File: src/rtl/mips_pkg.sv
// Shared constants and types for the instruction-fetch front end.
// Holds the reset PC default, the NOP encoding, the PC increment and the fetch FSM encoding.
package mips_pkg;

  localparam logic [31:0] RESET_PC_DEFAULT = 32'h0000_0000;
  localparam logic [31:0] NOP_INSTR        = 32'h0000_0000;
  localparam logic [31:0] PC_INC           = 32'd4;

  typedef enum logic [1:0] {
    S_BOOT  = 2'd0,
    S_FETCH = 2'd1,
    S_WAIT  = 2'd2
  } fetch_state_e;

  // Instruction addresses are word aligned, so redirect targets drop their low bits.
  function automatic logic [31:0] word_align(input logic [31:0] addr);
    return {addr[31:2], 2'b00};
  endfunction

endpackage

File: src/rtl/if_id_reg.sv
// IF/ID pipeline register: captures a fetched instruction with its pc+4.
// Squash beats capture, and capture beats hold.
module if_id_reg
  import mips_pkg::*;
(
  input  logic        clk,
  input  logic        rst_n,
  input  logic        capture,
  input  logic        squash,
  input  logic [31:0] instr_in,
  input  logic [31:0] pc4_in,
  output logic [31:0] instr,
  output logic [31:0] pc4,
  output logic        valid
);

  logic [31:0] instr_d, instr_q;
  logic [31:0] pc4_d, pc4_q;
  logic        valid_d, valid_q;

  always_comb begin
    // NOTE: every variable gets a default first, so no path leaves it unassigned and no latch is inferred.
    instr_d = instr_q;
    pc4_d   = pc4_q;
    valid_d = valid_q;
    if (squash) begin
      instr_d = NOP_INSTR;
      valid_d = 1'b0;
    end else if (capture) begin
      instr_d = instr_in;
      pc4_d   = pc4_in;
      valid_d = 1'b1;
    end
  end

  // NOTE: sequential state uses non-blocking assignments so every flop samples pre-edge values.
  always_ff @(posedge clk or negedge rst_n) begin
    if (!rst_n) begin
      instr_q <= NOP_INSTR;
      pc4_q   <= '0;
      valid_q <= 1'b0;
    end else begin
      instr_q <= instr_d;
      pc4_q   <= pc4_d;
      valid_q <= valid_d;
    end
  end

  assign instr = instr_q;
  assign pc4   = pc4_q;
  assign valid = valid_q;

endmodule

File: src/rtl/if_stage.sv
// Instruction fetch stage: PC sequencing, imem handshake, redirect handling and the IF/ID register.
// Redirects that arrive while the memory is busy are parked until the fetch completes.
module if_stage
  import mips_pkg::*;
#(
  parameter logic [31:0] RESET_PC = RESET_PC_DEFAULT
) (
  input  logic        clk,
  input  logic        rst_n,
  input  logic        stall,
  input  logic        flush,
  input  logic        branch_taken,
  input  logic [31:0] branch_target,
  input  logic        jump,
  input  logic [31:0] jump_target,
  output logic        imem_req,
  output logic [31:0] imem_addr,
  input  logic [31:0] imem_rdata,
  input  logic        imem_ready,
  output logic [31:0] pc,
  output logic [31:0] pc_plus4,
  output logic [31:0] if_id_instr,
  output logic [31:0] if_id_pc4,
  output logic        if_id_valid
);

  fetch_state_e state_d, state_q;
  logic [31:0]  pc_d, pc_q;
  logic         pend_valid_d, pend_valid_q;
  logic [31:0]  pend_tgt_d, pend_tgt_q;

  logic         redir_now;
  logic [31:0]  redir_now_tgt;
  logic         redir_any;
  logic [31:0]  redir_tgt;
  logic         capture;
  logic         squash;

  assign pc_plus4  = pc_q + PC_INC;
  assign pc        = pc_q;
  assign imem_addr = pc_q;

  // A fresh redirect is newer than a parked one, so it wins when both exist.
  assign redir_now     = jump | branch_taken;
  assign redir_now_tgt = word_align(jump ? jump_target : branch_target);
  assign redir_any     = redir_now | pend_valid_q;
  assign redir_tgt     = redir_now ? redir_now_tgt : pend_tgt_q;

  always_ff @(posedge clk or negedge rst_n) begin
    if (!rst_n) begin
      state_q      <= S_BOOT;
      pc_q         <= RESET_PC;
      pend_valid_q <= 1'b0;
      pend_tgt_q   <= '0;
    end else begin
      state_q      <= state_d;
      pc_q         <= pc_d;
      pend_valid_q <= pend_valid_d;
      pend_tgt_q   <= pend_tgt_d;
    end
  end

  always_comb begin
    state_d = state_q;
    unique case (state_q)
      S_BOOT:  state_d = S_FETCH;
      S_FETCH: if (!imem_ready) state_d = S_WAIT;
      S_WAIT:  if (imem_ready) state_d = S_FETCH;
      default: state_d = S_BOOT;
    endcase
  end

  always_comb begin
    imem_req     = (state_q != S_BOOT);
    pc_d         = pc_q;
    pend_valid_d = pend_valid_q;
    pend_tgt_d   = pend_tgt_q;
    capture      = 1'b0;
    squash       = flush;
    if (state_q != S_BOOT) begin
      if (imem_ready) begin
        pend_valid_d = 1'b0;
        if (redir_any) begin
          pc_d   = redir_tgt;
          squash = 1'b1;
        end else if (!stall) begin
          pc_d    = pc_plus4;
          capture = 1'b1;
        end
      end else if (redir_now) begin
        pend_valid_d = 1'b1;
        pend_tgt_d   = redir_now_tgt;
      end
    end
  end

  if_id_reg u_if_id_reg (
    .clk      (clk),
    .rst_n    (rst_n),
    .capture  (capture),
    .squash   (squash),
    .instr_in (imem_rdata),
    .pc4_in   (pc_plus4),
    .instr    (if_id_instr),
    .pc4      (if_id_pc4),
    .valid    (if_id_valid)
  );

endmodule

File: config.mk
export PLATFORM = sky130hd
export DESIGN_NAME = if_stage
export DESIGN_NICKNAME = d
export VERILOG_FILES = /design/src/rtl/mips_pkg.sv /design/src/rtl/if_id_reg.sv /design/src/rtl/if_stage.sv
export SDC_FILE = /design/constraint.sdc
export NUM_CORES = 1
export LEC_CHECK = 0
export CAP_MARGIN = 20
export CORE_MARGIN = 2
export CORE_UTILIZATION = 45
export CTS_CLUSTER_DIAMETER = 80
export DETAILED_ROUTE_END_ITERATION = 8
export GPL_ROUTABILITY_DRIVEN = 0
export PLACE_DENSITY = 0.83
export SLEW_MARGIN = 0
export SYNTH_ARGS = -nofsm -noshare
export SYNTH_HDL_FRONTEND = slang
export SYNTH_SLANG_ARGS = --single-unit
export TNS_END_PERCENT = 1
File: constraint.sdc
create_clock -name clk -period 3.4 [get_ports clk]
set_input_delay 0.85 -clock clk [delete_from_list [all_inputs] [get_ports clk]]
set_output_delay 0.85 -clock clk [all_outputs]
set_load 0.02 [all_outputs]
==> impl_metrics.toml <==
[status]
status = "finished, violations left"
failed_checks = "setup timing"

[setup_path]
cp.arrival_ns = 2.55
rr_endpoint = "u_if_id_reg.pc4[19]$_DFFE_PN0P_"
r2r-start = "imem_addr[5]$_DFFE_PN0P_"
worstSetupPathType = "register to output pin"
worst-r2r-setup-slack_ns = 1.12
reg2reg_depth = 7
critPathRequiredTime_ns = 2.55
critical_path.max_fanout = 5
cp-start-kind = "register"
critPathCaptureType = "output pin"

[route]
drt-pass1-iter-count = 5
vias_per_cell = 5.594
vias = 6707
antenna_left = 0
drc = 0
totalWireLength_um = 22490
drtIter0Drc = 450
routedWlPerCell_um = 18.76

[clocking]
clockBufferDepth = 2
cts-htree-levels = 4
cts_tree = "built"
clock-sinks = 132
clock_latency_ns = 0.42
cts_hold_buf = 0
clk_pin_slew_worst_paths_ns = 0.06
cts_buffers = 17
cts_root_buf = "clkbuf_16"

[die]
core_um2 = 15310
floorplan.rows = 45
start_util = 0.4637
dieArea_um2 = 16800
fp.dieH_um = 129.6
die_w_um = 129.6
boundaryPins = 265

[yosys]
yosysTopAreaCellShare = 0.4651
synth_cell_types = 57
synthTopCellsByArea = "dfrtp_1, o21ai_0, a22o_1, buf_4, nand2_1"
synth_fp_nets = 839
synth.avg_cell_area_um2 = 9.662
ys_ff_latch = 132
yosys.area.top_type = "dfrtp_1"
async_reset_ff_frac = 1.000
synthCells = 735
synth_edf_count = 0
yosys_warnings = 0
synth_common_cells = "dfrtp_1, o21ai_0, nand2_1"
synth_ff_type = "dfrtp_1"
yosysMostFrequentCell = "dfrtp_1"
syn-cell-area_um2 = 7102
synth_seq_area_share = 0.4651

[pwr]
p_leak_nw = 4.697
power_density_nw_per_um2 = 857.7
ir_drop_mv = 0.4575

[final_layout]
syn2layout_area_growth_pct = 49.70
n_antenna_cell = 0
fillerInstances = 1174
fin_area_um2 = 10630
multi_input_area_um2 = 3349
final_nets = 1079
drive_gt1_frac = 0.1538
seq_area_um2 = 3303

[placed_design]
dp_hpwl_um = 16290
pre_cts_ws_ns = 0.06453
place_area_um2 = 9941
io_buffers = 260

[timing]
fmax_mhz = 293.9
finClkSkew_ns = 0.007445
rsz0062_at_grt = "yes"
tightest_slew_ns = 0.9460
setup_ws_ns = -0.002175
min_period_ns = 3.402
final-max-slew-violation-count = 0
tns_ns = -0.002175
fin_crit_sh = 1.001
hold_violations = 0
finalSetupViolCount = 1
slew_headroom = 0.3693

[grt]
grt_pass1_wl_um = 34200
grt_max_degree = 94
grt.total_usage = 0.2660
overflow = 0
antenna_found_initial = 0
grt_pass1_vias = 6500

[flow_run]
cap_violations = 0

[worst_hold_path]
worstHoldPathType = "input pin to async pin"
## cells by family after synthesis
| logic type | share of synthesized area |
|---|---|
| compound gates | 0.2014 |
| xor+xnor | 0.03665 |
| fa+ha+maj | 0.001762 |
| buf+inv | 0.07787 |
| flops | 0.4651 |
| mux | 0.07840 |
| simple gates | 0.1388 |
## flip-flops by register name, indices dropped and copies added (netlist names)
signal,flops
u_if_id_reg.pc4,32
imem_addr,32
u_if_id_reg.valid,1
pend_tgt_q,32
u_if_id_reg.instr,32
pend_valid_q,1
state_q,2
## worst max path at each step
stage          slack [ns]            to  cells after the start                 startpoint
4_1_cts             -0.18  pc_plus4[19]                      7   imem_addr[5]$_DFFE_PN0P_
3_3_place_gp         0.09  pc_plus4[26]                      5  imem_addr[18]$_DFFE_PN0P_
2_1_floorplan        0.33  pc_plus4[26]                      6  imem_addr[14]$_DFFE_PN0P_
3_5_place_dp         0.06  pc_plus4[26]                      5  imem_addr[16]$_DFFE_PN0P_
6_report           -0.002  pc_plus4[19]                      7   imem_addr[5]$_DFFE_PN0P_
5_1_grt             -0.08  pc_plus4[19]                      7   imem_addr[6]$_DFFE_PN0P_
## report_power, final
part | total [mW] | leakage [nW] | internal [mW] | switching [mW]
logic | 4.63 | 2.68 | 2.07 | 2.56
registers | 2.54 | 1.71 | 2.12 | 0.411
clock network | 1.95 | 0.310 | 1.28 | 0.675
total | 9.12 | 4.70 | 5.47 | 3.65
## final cells by class
class                           instances  share of cell area
Sequential cell                       132              0.3107
Clock buffer                           22             0.04460
Multi-Input combinational cell        499              0.3151
Timing Repair Buffer                  314              0.2866
Clock inverter                         10             0.01436
Inverter                               11            0.003884
Tap cell                              211             0.02483
## timing repair
item                       in CTS  in global routing
resized for setup              39                 16
buffers inserted                1                  0
setup endpoints to repair      17                 12
cloned                          1                  0
pin swaps                       2                  1
## metal layers
| metal | global-route usage | up-vias | wire length (um) |
|---|---|---|---|
| li1 | - | 3111 | - |
| met5 | 0 | - | 0 |
| met4 | 0.09867 | 0 | 528 |
| met1 | 0.3368 | 3212 | 9039 |
| met2 | 0.4281 | 347 | 10690 |
| met3 | 0.08505 | 37 | 2233 |
## through the flow
step	utilization	hold WS, ns	cells	power (mW)
finish	0.6942	0.4538	1199	9.119
global route	0.6942	0.5061	1199	9.577
global placement	0.6473	0.4558	1164	7.084
floorplan	-	0.4447	735	5.034
CTS	0.6932	0.4775	1199	9.154
detailed placement	0.6491	0.4656	1165	7.207
## worst max-delay path, stage by stage (launching register included)
cell     delay [ns]
dfrtp_1        0.37
nand4_2        0.17
buf_4          0.20
or4_4          0.55
buf_4          0.19
nor3_4         0.25
xor2_2         0.22
buf_4          0.19
## placed cells by master (no fill, tap or decap), drive strengths merged, types with 10 or more instances in the layout
| master | instances |
|---|---|
| clkdlybuf4s50 | 238 |
| clkbuf | 26 |
| nand2 | 72 |
| nand4 | 14 |
| o22ai | 10 |
| a221oi | 11 |
| buf | 60 |
| a21oi | 21 |
| dfrtp | 132 |
| nor3 | 13 |
| mux2i | 23 |
| xor2 | 20 |
| nand3 | 13 |
| o21ai | 83 |
| inv | 11 |
| mux2 | 29 |
| nor2 | 53 |
| a22o | 32 |
| a22oi | 26 |
Power figures use the tool's default switching activity.
